File: src/rtl/lsu_mem_ctrl_if.sv
// Handshake and memory-bus bundle for the load/store control stage.
// The slave view belongs to lsu_mem_ctrl; the master view belongs to the CPU/memory side.
interface lsu_mem_ctrl_if #(
    parameter int ADDR_W = 8
);
    logic              req_valid;
    logic              req_ready;
    logic              req_we;
    logic [1:0]        req_size;
    logic              req_signed;
    logic [31:0]       req_addr;
    logic [31:0]       req_wdata;

    logic              resp_valid;
    logic [31:0]       resp_rdata;
    logic              resp_err;

    logic [ADDR_W-1:0] mem_addr;
    logic [31:0]       mem_wdata;
    logic              mem_we;
    logic [31:0]       mem_rdata;

    modport slave (
        input  req_valid, req_we, req_size, req_signed, req_addr, req_wdata, mem_rdata,
        output req_ready, resp_valid, resp_rdata, resp_err, mem_addr, mem_wdata, mem_we
    );

    modport master (
        output req_valid, req_we, req_size, req_signed, req_addr, req_wdata, mem_rdata,
        input  req_ready, resp_valid, resp_rdata, resp_err, mem_addr, mem_wdata, mem_we
    );
endinterface

File: src/rtl/lsu_mem_ctrl.sv
// Load/store control between the MEM pipeline stage and a word-wide synchronous data memory.
// Handles byte/half/word accesses, sub-word extension, read-modify-write and access errors.
module lsu_mem_ctrl #(
    parameter int ADDR_W = 8
) (
    input logic           clk,
    input logic           rst,
    lsu_mem_ctrl_if.slave bus
);

    localparam logic [1:0] SZ_B = 2'b00;
    localparam logic [1:0] SZ_H = 2'b01;
    localparam logic [1:0] SZ_W = 2'b10;

    typedef enum logic [2:0] {
        IDLE    = 3'd0,
        READ    = 3'd1,
        CAPTURE = 3'd2,
        MERGE   = 3'd3,
        WRITE   = 3'd4,
        RESP    = 3'd5
    } state_t;

    state_t            state_q,  state_d;
    logic              we_q,     we_d;
    logic [1:0]        size_q,   size_d;
    logic              signed_q, signed_d;
    logic [1:0]        lane_q,   lane_d;
    logic [ADDR_W-1:0] waddr_q,  waddr_d;
    logic [31:0]       wdata_q,  wdata_d;
    logic [31:0]       rdata_q,  rdata_d;
    logic              err_q,    err_d;

    // Misaligned, illegal-size or beyond the end of the byte-address space.
    function automatic logic access_err(input logic [31:0] addr, input logic [1:0] size);
        logic bad_range;
        logic bad_align;
        bad_range = (addr >> (ADDR_W + 2)) != 32'd0;
        case (size)
            SZ_B:    bad_align = 1'b0;
            SZ_H:    bad_align = addr[0];
            SZ_W:    bad_align = addr[1:0] != 2'b00;
            default: bad_align = 1'b1;
        endcase
        return bad_range | bad_align;
    endfunction

    function automatic logic [31:0] load_extract(input logic [31:0] word,
                                                 input logic [1:0]  size,
                                                 input logic        sgn,
                                                 input logic [1:0]  lane);
        logic [7:0]  b;
        logic [15:0] h;
        logic [31:0] r;
        case (lane)
            2'd0:    b = word[7:0];
            2'd1:    b = word[15:8];
            2'd2:    b = word[23:16];
            default: b = word[31:24];
        endcase
        h = lane[1] ? word[31:16] : word[15:0];
        case (size)
            SZ_B:    r = {{24{sgn & b[7]}}, b};
            SZ_H:    r = {{16{sgn & h[15]}}, h};
            default: r = word;
        endcase
        return r;
    endfunction

    function automatic logic [31:0] store_merge(input logic [31:0] word,
                                                input logic [15:0] wdata,
                                                input logic [1:0]  size,
                                                input logic [1:0]  lane);
        logic [31:0] r;
        r = word;
        if (size == SZ_B) begin
            case (lane)
                2'd0:    r[7:0]   = wdata[7:0];
                2'd1:    r[15:8]  = wdata[7:0];
                2'd2:    r[23:16] = wdata[7:0];
                default: r[31:24] = wdata[7:0];
            endcase
        end else if (lane[1]) begin
            r[31:16] = wdata;
        end else begin
            r[15:0] = wdata;
        end
        return r;
    endfunction

    always_comb begin
        state_d  = state_q;
        we_d     = we_q;
        size_d   = size_q;
        signed_d = signed_q;
        lane_d   = lane_q;
        waddr_d  = waddr_q;
        wdata_d  = wdata_q;
        rdata_d  = rdata_q;
        err_d    = err_q;
        case (state_q)
            IDLE: begin
                if (bus.req_valid) begin
                    we_d     = bus.req_we;
                    size_d   = bus.req_size;
                    signed_d = bus.req_signed;
                    lane_d   = bus.req_addr[1:0];
                    waddr_d  = bus.req_addr[ADDR_W+1:2];
                    wdata_d  = bus.req_wdata;
                    rdata_d  = 32'd0;
                    err_d    = access_err(bus.req_addr, bus.req_size);
                    if (access_err(bus.req_addr, bus.req_size))
                        state_d = RESP;
                    else if (bus.req_we && bus.req_size == SZ_W)
                        state_d = WRITE;
                    else
                        state_d = READ;
                end
            end
            READ:    state_d = we_q ? MERGE : CAPTURE;
            CAPTURE: begin
                rdata_d = load_extract(bus.mem_rdata, size_q, signed_q, lane_q);
                state_d = RESP;
            end
            // The merged word replaces the store data so WRITE always drives wdata_q.
            MERGE: begin
                wdata_d = store_merge(bus.mem_rdata, wdata_q[15:0], size_q, lane_q);
                state_d = WRITE;
            end
            WRITE:   state_d = RESP;
            RESP:    state_d = IDLE;
            default: state_d = IDLE;
        endcase
    end

    always_ff @(posedge clk) begin
        if (rst) begin
            state_q  <= IDLE;
            we_q     <= 1'b0;
            size_q   <= 2'b00;
            signed_q <= 1'b0;
            lane_q   <= 2'b00;
            waddr_q  <= '0;
            wdata_q  <= 32'd0;
            rdata_q  <= 32'd0;
            err_q    <= 1'b0;
        end else begin
            state_q  <= state_d;
            we_q     <= we_d;
            size_q   <= size_d;
            signed_q <= signed_d;
            lane_q   <= lane_d;
            waddr_q  <= waddr_d;
            wdata_q  <= wdata_d;
            rdata_q  <= rdata_d;
            err_q    <= err_d;
        end
    end

    // Outputs are gated by rst so nothing escapes while reset is held mid-operation.
    logic mem_busy;
    logic in_write;
    logic in_resp;

    assign mem_busy = ~rst & (state_q == READ || state_q == CAPTURE ||
                              state_q == MERGE || state_q == WRITE);
    assign in_write = ~rst & (state_q == WRITE);
    assign in_resp  = ~rst & (state_q == RESP);

    assign bus.req_ready  = ~rst & (state_q == IDLE);
    assign bus.resp_valid = in_resp;
    assign bus.resp_rdata = in_resp ? rdata_q : 32'd0;
    assign bus.resp_err   = in_resp & err_q;
    assign bus.mem_addr   = mem_busy ? waddr_q : '0;
    assign bus.mem_we     = in_write;
    assign bus.mem_wdata  = in_write ? wdata_q : 32'd0;

endmodule

File: src/flat_wrapper.sv
// flat-port wrapper written by rule: the top's interface ports become plain ports
module lsu_mem_ctrl_flat 
#(
    parameter int ADDR_W = 8
)
  (clk, rst, bus_req_valid, bus_req_we, bus_req_size, bus_req_signed, bus_req_addr, bus_req_wdata, bus_mem_rdata, bus_req_ready, bus_resp_valid, bus_resp_rdata, bus_resp_err, bus_mem_addr, bus_mem_wdata, bus_mem_we);
  lsu_mem_ctrl_if #(.ADDR_W(ADDR_W)) bus_i ();
  input logic clk;
  input logic rst;
  input wire logic [$bits(bus_i.req_valid)-1:0] bus_req_valid;
  input wire logic [$bits(bus_i.req_we)-1:0] bus_req_we;
  input wire logic [$bits(bus_i.req_size)-1:0] bus_req_size;
  input wire logic [$bits(bus_i.req_signed)-1:0] bus_req_signed;
  input wire logic [$bits(bus_i.req_addr)-1:0] bus_req_addr;
  input wire logic [$bits(bus_i.req_wdata)-1:0] bus_req_wdata;
  input wire logic [$bits(bus_i.mem_rdata)-1:0] bus_mem_rdata;
  output wire logic [$bits(bus_i.req_ready)-1:0] bus_req_ready;
  output wire logic [$bits(bus_i.resp_valid)-1:0] bus_resp_valid;
  output wire logic [$bits(bus_i.resp_rdata)-1:0] bus_resp_rdata;
  output wire logic [$bits(bus_i.resp_err)-1:0] bus_resp_err;
  output wire logic [$bits(bus_i.mem_addr)-1:0] bus_mem_addr;
  output wire logic [$bits(bus_i.mem_wdata)-1:0] bus_mem_wdata;
  output wire logic [$bits(bus_i.mem_we)-1:0] bus_mem_we;
  assign bus_i.req_valid = bus_req_valid;
  assign bus_i.req_we = bus_req_we;
  assign bus_i.req_size = bus_req_size;
  assign bus_i.req_signed = bus_req_signed;
  assign bus_i.req_addr = bus_req_addr;
  assign bus_i.req_wdata = bus_req_wdata;
  assign bus_i.mem_rdata = bus_mem_rdata;
  assign bus_req_ready = bus_i.req_ready;
  assign bus_resp_valid = bus_i.resp_valid;
  assign bus_resp_rdata = bus_i.resp_rdata;
  assign bus_resp_err = bus_i.resp_err;
  assign bus_mem_addr = bus_i.mem_addr;
  assign bus_mem_wdata = bus_i.mem_wdata;
  assign bus_mem_we = bus_i.mem_we;
  lsu_mem_ctrl #(.ADDR_W(ADDR_W)) u_core (.clk(clk), .rst(rst), .bus(bus_i));
endmodule
File: config.mk
export PLATFORM = sky130hd
export DESIGN_NAME = lsu_mem_ctrl_flat
export DESIGN_NICKNAME = d
export VERILOG_FILES = /design/src/rtl/lsu_mem_ctrl_if.sv /design/src/rtl/lsu_mem_ctrl.sv /design/src/flat_wrapper.sv
export SDC_FILE = /design/constraint.sdc
export NUM_CORES = 1
export LEC_CHECK = 0
export ABC_CLOCK_PERIOD_IN_PS = 2500
export CAP_MARGIN = 10
export CORE_ASPECT_RATIO = 0.7
export CORE_MARGIN = 2
export CORE_UTILIZATION = 45
export CTS_CLUSTER_SIZE = 28
export DETAILED_ROUTE_END_ITERATION = 6
export PLACE_DENSITY_LB_ADDON = 0.15
export SETUP_SLACK_MARGIN = 0.02
export SLEW_MARGIN = 30
export SYNTH_ARGS = -nofsm -noshare
export SYNTH_HDL_FRONTEND = slang
export SYNTH_SLANG_ARGS = --single-unit
export TNS_END_PERCENT = 10
File: constraint.sdc
create_clock -name clk -period 2.5 [get_ports clk]
set_input_delay 0.375 -clock clk [delete_from_list [all_inputs] [get_ports clk]]
set_output_delay 0.375 -clock clk [all_outputs]
set_load 0.01 [all_outputs]
Yosys cells after proc, flatten, opt, wreduce, memory -nomap -nowiden:

Index checks and enable logic that the tools add are counted.

* output and inout port bits: 76
* flip-flop bits (word level): 82
* logic and storage cells: 78

* bitwise operators: 9
* multiplexer cells: 26
* reduce and logical (&&, ||, !) cells: 19
* eq/ne operators: 13

Operator list (number)
* $pmux W32 S2: 3
* $mux W32: 5
* $mux W16: 3
* $mux W8: 6
* $reduce_bool A32 Y1: 1
* $pmux W8 S3: 1
* $pmux W3 S4: 1
* $mux W3: 3
* $and A1 B1 Y1: 7
* $eq A2 B1 Y1 const B: 3
* $eq A3 B2 Y1 const B: 2
* $eq A3 B3 Y1 const B: 2
* $logic_not A2 Y1: 3
* $reduce_and A2 Y1: 3
* $reduce_bool A2 Y1: 3
* $eq A2 B2 Y1 const B: 2
* $reduce_and A4 Y1: 1
* $eq A3 B1 Y1 const B: 1
* $logic_not A3 Y1: 1
* $logic_or A1 B1 Y1: 3
* $mux W1: 3
* $ne A3 B1 Y1 const B: 1
* $ne A3 B3 Y1 const B: 1
* $pmux W1 S3: 1
* other kinds (7): 7

Longest topological paths before layout:

Gate-level depths: netlist of run 1.

* word-level depth: 8
* gate-level depth with buffers: 7
* mapped depth without buffers: 4

Least setup slack after synthesis of run 1:

No wires, ideal clock.

* kind: register to register
* from: reg u_core.size_q[1]
* to: reg u_core.wdata_q[6]
* arrival: 1741 ps
* buffers on the path: 3
* required time: 2412 ps
* path slack: 671 ps
* library setup time: 88 ps
* period minus slack after synthesis: 1829 ps
* stages on the path, launching flop included: 8
* cell sequence: dfxtp_1 -> buf_6 -> or3b_2 -> buf_4 -> a32oi_4 -> buf_6 -> nor2_1 -> a311oi_2

* longest elaborated chain between the ends: 3
* elaborated cells on any way between the ends: 6
* classes of those cells: eq/ne (2); mux (2); reduce/logical (2)

Ends and longest elaborated chain
* from (decl): line lsu_mem_ctrl.sv:26 `logic [1:0] size_q, size_d;`
* from (signal assigned): line lsu_mem_ctrl.sv:150 `size_q <= size_d;`
* $logic_not A2 Y1 (*): line lsu_mem_ctrl.sv:76 `if (size == SZ_B) begin`
* $ne A3 B1 Y1 (no source line), or another cell as far along
* $reduce_and A4 Y1 (no source line) / $pmux W32 S2 (equally long branches)
* to (signal assigned): line lsu_mem_ctrl.sv:154 `wdata_q <= wdata_d;`
* to (decl): line lsu_mem_ctrl.sv:30 `logic [31:0] wdata_q, wdata_d;`

Mark *: on every way between the ends. The rest lies on a longest branch, timed or not.
A chain may end at the register's enable or synchronous reset.

Worst setup path in the final report of run 1:

* from: reg u_core.state_q[2]
* to: out bus_resp_rdata[25]

* longest elaborated chain between the ends: 3

Ends and longest elaborated chain
* from (decl): line lsu_mem_ctrl.sv:24 `state_t state_q, state_d;`
* from (signal assigned): line lsu_mem_ctrl.sv:148 `state_q <= state_d;`
* $eq A3 B3 Y1: line lsu_mem_ctrl.sv:168 `assign in_resp = ~rst & (state_q == RESP);`
* $and A1 B1 Y1: line lsu_mem_ctrl.sv:168
* $mux W32: line lsu_mem_ctrl.sv:172 `assign bus.resp_rdata = in_resp ? rdata_q : 32'd0;`
* to (decl): line flat_wrapper.sv:19 `output wire logic [$bits(bus_i.resp_rdata)-1:0] bus_resp_rdata;`

No other way between the ends.

==> flow_metrics.py, run 1 <==
metrics = {
    "status": {
        "status": "finished, final reports clean",
    },
    "critical_path": {
        "slowest_delay_ns": 0.56,
        "worstPathMaxFanout": 33,
        "critPathRequiredTime_ns": 2.12,
        "critPathArrivalTime_ns": 2.01,
        "path_cells": "and3_1 > buf_12 > and2_1 > clkdlybuf4s50_1",
        "worstSetupPathType": "reg2out",
        "r2r_cells": 4,
        "slowest_stage": "clkdlybuf4s50_1",
        "worstSetupEndpointType": "output port",
        "startpoint_type": "register",
    },
    "placed_design": {
        "dpl.hpwl_um": 12500,
        "gp_congestion": 0.967,
        "io_buffers": 178,
        "post-place-ws_ns": 0.160,
        "dp_cells": 855,
    },
    "timing": {
        "final.setup_skew_ns": 0.00454,
        "slew_headroom_pct": 30.8,
        "final_hold_viol_count": 0,
        "max_freq_mhz": 419,
        "tightestPinTransition_ns": 1.03,
        "slew_viol_final": 0,
        "rsz0062_at_grt": "true",
        "min_period_ns": 2.39,
        "layout_setup_ws_ns": 0.114,
        "finalCritPeriodShare_pct": 95.4,
        "setup_viol": 0,
        "fin_setup_tns_ns": 0,
    },
    "floorplanning": {
        "die_x_um": 125,
        "ios": 179,
        "die_h_um": 89.0,
        "start_util_pct": 47.1,
        "core_region_area_mm2": 0.00987,
        "die_area_mm2": 0.0112,
        "rows": 30,
    },
    "cts": {
        "clkSinkCount": 82,
        "htreeDepth": 3,
        "cts_tree": "built",
        "clockBufferDepth": 2,
        "clkSlewWorstSetupHoldPaths_ns": 0.06,
        "clock_latency_ns": 0.34,
        "cts-hold-fix-buffers": 0,
        "cts_made_buffers": 9,
        "cts_root_buffer": "clkbuf_16",
    },
    "global_route": {
        "track_usage_pct": 28.5,
        "grt_overflow": 0,
        "grt_util_met3_pct": 6.34,
        "busiest_layer": "met2",
        "grt_pass1_vias": 4536,
        "grt_pass1_wl_um": 24800,
        "grt_max_degree": 39,
        "grtUsageMet1_pct": 40.0,
        "grt_antenna_before_repair": 0,
        "use_met2_pct": 44.5,
    },
    "finish": {
        "n_antenna_cell": 0,
        "final_layout_size_suffix_gt1_share_pct": 10.2,
        "layout_commonest_cell": "clkdlybuf4s50_1",
        "layout_common_cells": "172 x clkdlybuf4s50_1, 80 x nand2_1, 80 x dfxtp_1, 75 x and2_1, 40 x a21oi_1",
        "finalNonFillerCells": 871,
        "syn2layout_area_growth_pct": 49.6,
        "nets": 841,
    },
    "min_path": {
        "hp-class": "in2reg",
        "min_delay_path_depth": 3,
    },
    "detailed_routing": {
        "drtIter0Drc": 376,
        "ant_nets": 0,
        "firstDrtPassIters": 5,
        "via_per_inst": 5.86,
        "wl_um": 16200,
        "vias": 5101,
        "drc": 0,
        "wl_per_cell_um": 18.6,
    },
    "yosys": {
        "synth_area_leaders": "dfxtp_1 35%, and2_1 10%, nand2_1 6.5%",
        "postSynth.asyncResetShare_pct": 0,
        "ys_types": 53,
        "synth-seq-cells": 82,
        "synth_cells": 574,
        "yosysWarnings": 0,
        "syn_area_mm2": 0.00465,
        "synth_edf_count": 0,
        "yosysSeqAreaShare_pct": 35.3,
        "synth_top_area_share_pct": 35.3,
        "yosysTopAreaCell": "dfxtp_1",
        "synth_fp_nets": 677,
        "ys.flop_type": "dfxtp_1",
        "syn_avg_cell_area_um2": 8.10,
    },
    "power_and_ir_drop": {
        "ir_drop_mv": 0.312,
        "p_leak_nw": 2.61,
        "power_density_mw_per_mm2": 553,
    },
    "run": {
        "max-cap-violations": 0,
    },
}
## synth_stat cells (all sizes together) (3+ instances only)
| cell | n |
|---|---|
| mux2 | 10 |
| a311oi | 10 |
| mux2i | 10 |
| nor4 | 7 |
| inv | 10 |
| nor2 | 23 |
| nand2 | 80 |
| a31oi | 7 |
| nor2b | 4 |
| buf | 17 |
| dfxtp | 82 |
| nand3 | 8 |
| a22o | 15 |
| a21oi | 41 |
| nand2b | 12 |
| a22oi | 21 |
| a31o | 7 |
| a221o | 17 |
| clkbuf | 34 |
| o21ai | 22 |
| nor3 | 13 |
| nand4 | 7 |
| o221ai | 8 |
| o32ai | 7 |
| a211oi | 3 |
| and2 | 75 |
## what timing repair did
| item | in CTS | in global routing |
|---|---|---|
| cloned | 0 | 0 |
| setup buffers | 0 | 0 |
| gates resized for setup | 3 | 9 |
| endpoints found under the setup margin | 72 | 70 |
| hold endpoints to repair | 0 | 0 |
## cell type report
| type | count | area (um2) |
|---|---|---|
| Tap cell | 128 | 160 |
| Inverter | 10 | 37.5 |
| Sequential cell | 82 | 1650 |
| Fill cell | 771 | 2920 |
| Timing Repair Buffer | 204 | 2010 |
| Multi-Input combinational cell | 431 | 2770 |
| Clock inverter | 6 | 87.6 |
| Clock buffer | 10 | 239 |
## power by group
group | switching [W] | internal, W
Sequential | 0.000112 | 0.00141
Combinational | 0.000450 | 0.000440
Clock | 0.000531 | 0.000903
Total | 0.00109 | 0.00275
## worst max-delay path: cells and delay by family, from the launching register on
| kind | cells | cell delay [ns] |
|---|---|---|
| buffers and inverters | 2 | 0.74 |
| flip-flops | 1 | 0.49 |
| AND/OR/NAND/NOR | 2 | 0.43 |
## routing by layer
layer / up-vias / routed length [um]
li1: 2422 / -
met1: 2378 / 7620
met2: 266 / 6960
met3: 35 / 1300
met4: 0 / 354
met5: - / 0
## per-stage QoR
step	util, %	power [W]	hold slack [ns]	instance area [um2]
2_1_floorplan	-	0.00200	0.432	4650
3_3_place_gp	66.9	0.00239	0.443	6600
3_5_place_dp	66.9	0.00241	0.442	6600
4_1_cts	70.2	0.00384	0.354	6930
5_1_grt	70.4	0.00401	0.351	6950
6_report	70.4	0.00384	0.355	6950
## path summary, 6_finish.rpt
check	start	slack (ns)	endpoint
max	u_core.state_q[2]	0.11	bus_resp_rdata[25]
min	rst	0.35	u_core.state_q[1]
max reg2reg	u_core.size_q[1]	0.24	u_core.wdata_q[28]
min reg2reg	u_core.waddr_q[3]	0.45	u_core.waddr_q[3]
## flip-flops by register name, indices dropped and copies added, names as in the netlist
| name | flops |
|---|---|
| u_core.err_q | 1 |
| u_core.lane_q | 2 |
| u_core.rdata_q | 32 |
| u_core.signed_q | 1 |
| u_core.size_q | 2 |
| u_core.state_q | 3 |
| u_core.waddr_q | 8 |
| u_core.wdata_q | 32 |
| u_core.we_q | 1 |
## cells by family after synthesis
| kind of cell | count (synthesis) | synth area share [%] |
|---|---|---|
| AOI/OAI and AO/OA | 167 | 26.5 |
| DFF | 82 | 35.3 |
| muxes | 21 | 5.06 |
| buffers and inverters | 61 | 5.60 |
| and+or+nand+nor | 243 | 27.5 |
No activity file was read; power rests on OpenSTA's default activity.
==> inputs of run 2 (changes only) <==
Settings changed: PLACE_DENSITY_LB_ADDON 0.15 to 0.08, RECOVER_POWER set to 50.
==> run 2 against run 1 <==
  * Clock skew increased by 0.00062 ns
  * Hold slack got worse by 0.012 ns
  * Critical path depth increased by 1
  * Sequential share of layout area increased by 0.26 points
  * Die area unchanged
  * First-iteration DRC count increased by 17%
  * Critical path type unchanged
  * Critical endpoint is now bus_mem_addr[2]
==> flow_metrics.py, run 2 (synthesis gave the netlist of run 1 again) <==
metrics = {
    "status": {
        "status": "finished, final reports clean",
    },
    "finish": {
        "utilization_pct": 69.7,
        "nets": 837,
        "top_regs": "u_core.rdata_q (32), u_core.wdata_q (32), u_core.waddr_q (8)",
        "fill_cells": 783,
        "final_layout_size_suffix_gt1_share_pct": 9.47,
        "n_antenna_cell": 0,
        "layout_commonest_cell": "clkdlybuf4s50_1",
        "stdcell_area_mm2": 0.00688,
        "finalNonFillerCells": 867,
        "layout_common_cells": "174 x clkdlybuf4s50_1, 80 x nand2_1, 79 x dfxtp_1, 75 x and2_1, 40 x a21oi_1",
        "syn2layout_area_growth_pct": 48.1,
    },
    "timing": {
        "setup_viol": 0,
        "final.setup_skew_ns": 0.00516,
        "tightestPinTransition_ns": 0.976,
        "fin_setup_tns_ns": 0,
        "slew_viol_final": 0,
        "max_freq_mhz": 421,
        "final_hold_viol_count": 0,
        "min_period_ns": 2.37,
        "slew_headroom_pct": 35.0,
        "finalCritPeriodShare_pct": 94.9,
        "rsz0062_at_grt": "false",
    },
    "critical_path": {
        "critPathRequiredTime_ns": 2.12,
        "slowest_stage": "clkdlybuf4s50_1",
        "path_cells": "o21ai_1 > nor3b_1 > buf_4 > and2_1 > clkdlybuf4s50_1",
        "startpoint_type": "register",
        "slowest_delay_ns": 0.54,
        "critPathArrivalTime_ns": 2.00,
        "worstSetupPathType": "reg2out",
        "worstPathMaxFanout": 11,
        "worstSetupEndpointType": "output port",
    },
    "global_route": {
        "grt_antenna_before_repair": 0,
        "grt_pass1_wl_um": 25100,
        "grt_pass1_vias": 4651,
        "grt_max_degree": 49,
        "grt_overflow": 0,
        "track_usage_pct": 28.8,
    },
    "cts": {
        "clockBufferDepth": 2,
        "clock_latency_ns": 0.35,
        "cts_made_buffers": 9,
        "htreeDepth": 3,
        "clkSinkCount": 82,
        "clkSlewWorstSetupHoldPaths_ns": 0.06,
        "cts_tree": "built",
        "cts_root_buffer": "clkbuf_16",
    },
    "floorplanning": {
        "start_util_pct": 47.1,
        "core_region_area_mm2": 0.00987,
        "rows": 30,
        "die_area_mm2": 0.0112,
        "ios": 179,
        "die_x_um": 125,
        "die_h_um": 89.0,
    },
    "placed_design": {
        "gp_congestion": 0.956,
        "placed_cell_area_mm2": 0.00656,
        "dpl.hpwl_um": 12500,
        "io_buffers": 178,
        "dp_cells": 850,
    },
    "power_and_ir_drop": {
        "power.internal_w": 0.00267,
        "clkPwrFrac_pct": 36.3,
        "power_density_mw_per_mm2": 552,
        "ir_drop_mv": 0.322,
        "p_switching_w": 0.00113,
        "p_leak_nw": 2.48,
        "pwr-share-comb_pct": 23.5,
        "p_sw_share_pct": 29.7,
        "seq_power_share_pct": 40.1,
    },
    "detailed_routing": {
        "wl_per_cell_um": 19.2,
        "wl_um": 16700,
        "via_per_inst": 5.89,
        "firstDrtPassIters": 5,
        "ant_nets": 0,
        "drtIter0Drc": 440,
        "drc": 0,
        "vias": 5106,
    },
    "run": {
        "max-cap-violations": 0,
    },
    "min_path": {
        "hp-class": "in2reg",
    },
}
==> run 2: timing repair <==
item / in CTS / in global routing
hold buffers: 0 / 0
endpoints found under the hold margin: 0 / 0
cloned: 0 / 1
buffers inserted: 0 / 0
gates resized for setup: 2 / 9
endpoints found under the setup margin: 73 / 72
==> run 2: power groups by stage <==
stage,registers [W],clock network [W],logic (W)
after CTS,0.00151,0.00139,0.000884
after detailed placement,0.00154,0,0.000877
after global placement,0.00153,0,0.000853
after floorplan,0.00148,0,0.000516
final,0.00152,0.00138,0.000894
after global routing,0.00153,0.00145,0.000958
==> run 2: cell type report <==
| class | count | area (um2) | share of cell area [%] |
|---|---|---|---|
| flip-flops and latches | 82 | 1650 | 23.9 |
| clock buffers | 11 | 253 | 3.67 |
| multi-input cells | 431 | 2760 | 40.1 |
| repair buffers | 200 | 1960 | 28.5 |
| clock inverters | 5 | 61.3 | 0.891 |
| well taps | 128 | 160 | 2.33 |
| inverters | 10 | 37.5 | 0.546 |
==> run 2: layer usage <==
| layer | vias up | wire [um] | GRT usage, % |
|---|---|---|---|
| met2 | 291 | 7010 | 44.1 |
| met3 | 20 | 1690 | 7.96 |
| li1 | 2413 | - | - |
| met5 | - | 0 | 0 |
| met1 | 2382 | 7790 | 40.6 |
| met4 | 0 | 206 | 7.07 |
==> run 2: worst paths after layout <==
check	from	to	slack, ns	cells past startpoint
max	u_core.state_q[0]	bus_mem_addr[2]	0.13	5
min	rst	u_core.state_q[1]	0.34	3
max reg2reg	u_core.state_q[1]	u_core.wdata_q[22]	0.21	5
min reg2reg	u_core.waddr_q[1]	u_core.waddr_q[1]	0.45	2
==> run 2: worst max-delay path: cells and delay by family (launching register included) <==
family	cells	cell delay [ns]
AOI/OAI and AO/OA	1	0.18
buffers and inverters	2	0.73
and+or+nand+nor	2	0.35
DFF	1	0.39
==> run 2: metrics by stage <==
| stage | hold WS (ns) | power [W] | worst slack, ns |
|---|---|---|---|
| 2_1_floorplan | 0.432 | 0.00200 | 0.671 |
| 3_3_place_gp | 0.439 | 0.00239 | 0.223 |
| 3_5_place_dp | 0.442 | 0.00242 | 0.163 |
| 4_1_cts | 0.352 | 0.00378 | 0.0133 |
| 5_1_grt | 0.350 | 0.00394 | 0.0241 |
| 6_report | 0.342 | 0.00379 | 0.127 |
==> inputs of run 3 (changes only) <==
Settings changed: CORE_UTILIZATION 45 to 30, SETUP_SLACK_MARGIN 0.02 to not set.
==> run 3 against run 2 <==
  * Register-to-register slack better by 0.12 ns
  * Maximum frequency fell by 0.43%
  * Clock skew is 0.0044 ns higher
  * First-iteration DRC count is 9.8% lower
  * Flip-flop and latch count unchanged
  * Highest routed layer unchanged
==> flow_metrics.py, run 3 (synthesis gave the netlist of run 1 again) <==
metrics = {
    "critical_path": {
        "worstSetupPathType": "reg2out",
        "critPathArrivalTime_ns": 2.01,
        "worstSetupEndpointType": "output port",
        "worstPathMaxFanout": 8,
        "worst_r2r_startpoint": "u_core.size_q[1]",
        "crit_path_start": "u_core.state_q[0]",
        "startpoint_type": "register",
        "critPathRequiredTime_ns": 2.12,
    },
    "status": {
        "status": "finished, final reports clean",
    },
    "global_route": {
        "grt_antenna_before_repair": 0,
        "grt_max_degree": 39,
        "grt_pass1_wl_um": 27600,
        "track_usage_pct": 21.3,
        "grt_pass1_vias": 4710,
        "grt_overflow": 0,
    },
    "floorplanning": {
        "ios": 179,
        "core_region_area_mm2": 0.0153,
        "die_area_mm2": 0.0165,
        "die_h_um": 108,
        "rows": 38,
        "die_x_um": 153,
        "start_util_pct": 30.4,
    },
    "detailed_routing": {
        "wl_per_cell_um": 18.5,
        "drtIter0Drc": 397,
        "wl_um": 17600,
        "vias": 4962,
        "firstDrtPassIters": 4,
        "via_per_inst": 5.22,
        "ant_nets": 0,
        "drc": 0,
    },
    "power_and_ir_drop": {
        "p_leak_nw": 2.56,
        "power_w": 0.00387,
        "ir_drop_mv": 0.406,
        "power_density_mw_per_mm2": 547,
    },
    "timing": {
        "layout_setup_ws_ns": 0.117,
        "max_freq_mhz": 420,
        "setup_viol": 0,
        "final.setup_skew_ns": 0.00953,
        "final_hold_viol_count": 0,
        "tightestPinTransition_ns": 0.903,
        "finalCritPeriodShare_pct": 95.3,
        "rsz0062_at_grt": "true",
        "whs_ns": 0.338,
        "slew_viol_final": 0,
        "slew_headroom_pct": 39.8,
        "fin_setup_tns_ns": 0,
        "min_period_ns": 2.38,
    },
    "finish": {
        "stdcell_area_mm2": 0.00708,
        "syn2layout_area_growth_pct": 52.3,
        "layout_common_cells": "176 x clkdlybuf4s50_1, 82 x dfxtp_1, 80 x nand2_1, 75 x and2_1, 40 x a21oi_1",
        "nets": 849,
        "top_regs": "u_core.rdata_q (32), u_core.wdata_q (32), u_core.waddr_q (8)",
        "final_layout_size_suffix_gt1_share_pct": 10.7,
        "seq_area_mm2": 0.00164,
        "multi_input_area_mm2": 0.00277,
        "layout_commonest_cell": "clkdlybuf4s50_1",
        "n_antenna_cell": 0,
        "fill_cells": 1549,
    },
    "cts": {
        "cts_root_buffer": "clkbuf_16",
        "postCtsSetupBuffers": 0,
        "clockBufferDepth": 2,
        "htreeDepth": 3,
        "cts_made_buffers": 9,
        "clkSlewWorstSetupHoldPaths_ns": 0.07,
        "clock_latency_ns": 0.34,
        "clkSinkCount": 82,
        "cts_tree": "built",
    },
    "placed_design": {
        "post-place-ws_ns": 0.138,
        "gp_congestion": 0.868,
        "io_buffers": 178,
        "placed_cell_area_mm2": 0.00675,
        "dpl.hpwl_um": 13800,
    },
    "min_path": {
        "hp-class": "in2reg",
        "min-delay-start": "rst",
    },
    "run": {
        "max-cap-violations": 0,
    },
}
run 3: changes by cell type in the layout (fill, tap and decap cells not counted), moves of 2 or more:
cell / change
dfxtp_2: -2
dlygate4sd3_1: -2
clkinvlp_4: -3
clkdlybuf4s50_1: +2
buf_4: +16
dfxtp_1: +3
clkbuf_8: -2
clkinv_4: +3
run 3: power breakdown:
part | internal, W | leakage (nW) | switching (W)
Sequential | 0.00141 | 0.669 | 0.0000731
Combinational | 0.000459 | 1.73 | 0.000504
Clock | 0.000879 | 0.157 | 0.000548
run 3: through the flow:
stage,std cells,utilization (%)
after floorplan,574,-
after global placement,935,44.1
after detailed placement,935,44.1
after CTS,951,46.2
after global routing,951,46.2
final,951,46.2
run 3: layout make-up:
class,count,share of cell area (%)
clock buffer,10,3.23
inverter,10,0.530
sequential,82,23.2
timing repair buffer,212,29.1
clock inverter,6,1.29
tap,200,3.54
multi-input combinational,431,39.2
run 3: metal layers:
layer  global-route usage [%]  wire length, um
met2                     30.4             7090
met5                        0                0
met4                     4.30              161
met3                     4.01             1080
met1                     32.9             9270
run 3: worst paths after layout:
| kind | end | slack, ns | depth (start not counted) |
|---|---|---|---|
| worst min register to register | u_core.waddr_q[4] | 0.45 | 2 |
| worst min-delay path | u_core.state_q[1] | 0.34 | 3 |
| worst max register to register | u_core.wdata_q[3] | 0.33 | 5 |
| worst max-delay path | bus_mem_addr[3] | 0.12 | 5 |
run 3: timing repair:
item | CTS | global route
resized for setup | 0 | 3
setup endpoints to repair | 0 | 49
hold buffers | 0 | 0
run 3: critical path, stage by stage (launching register included):
cell and delay [ns]:
dfxtp_1 0.38, o21ai_0 0.23, nor3b_1 0.22, buf_4 0.18, and2_1 0.13, clkdlybuf4s50_1 0.53
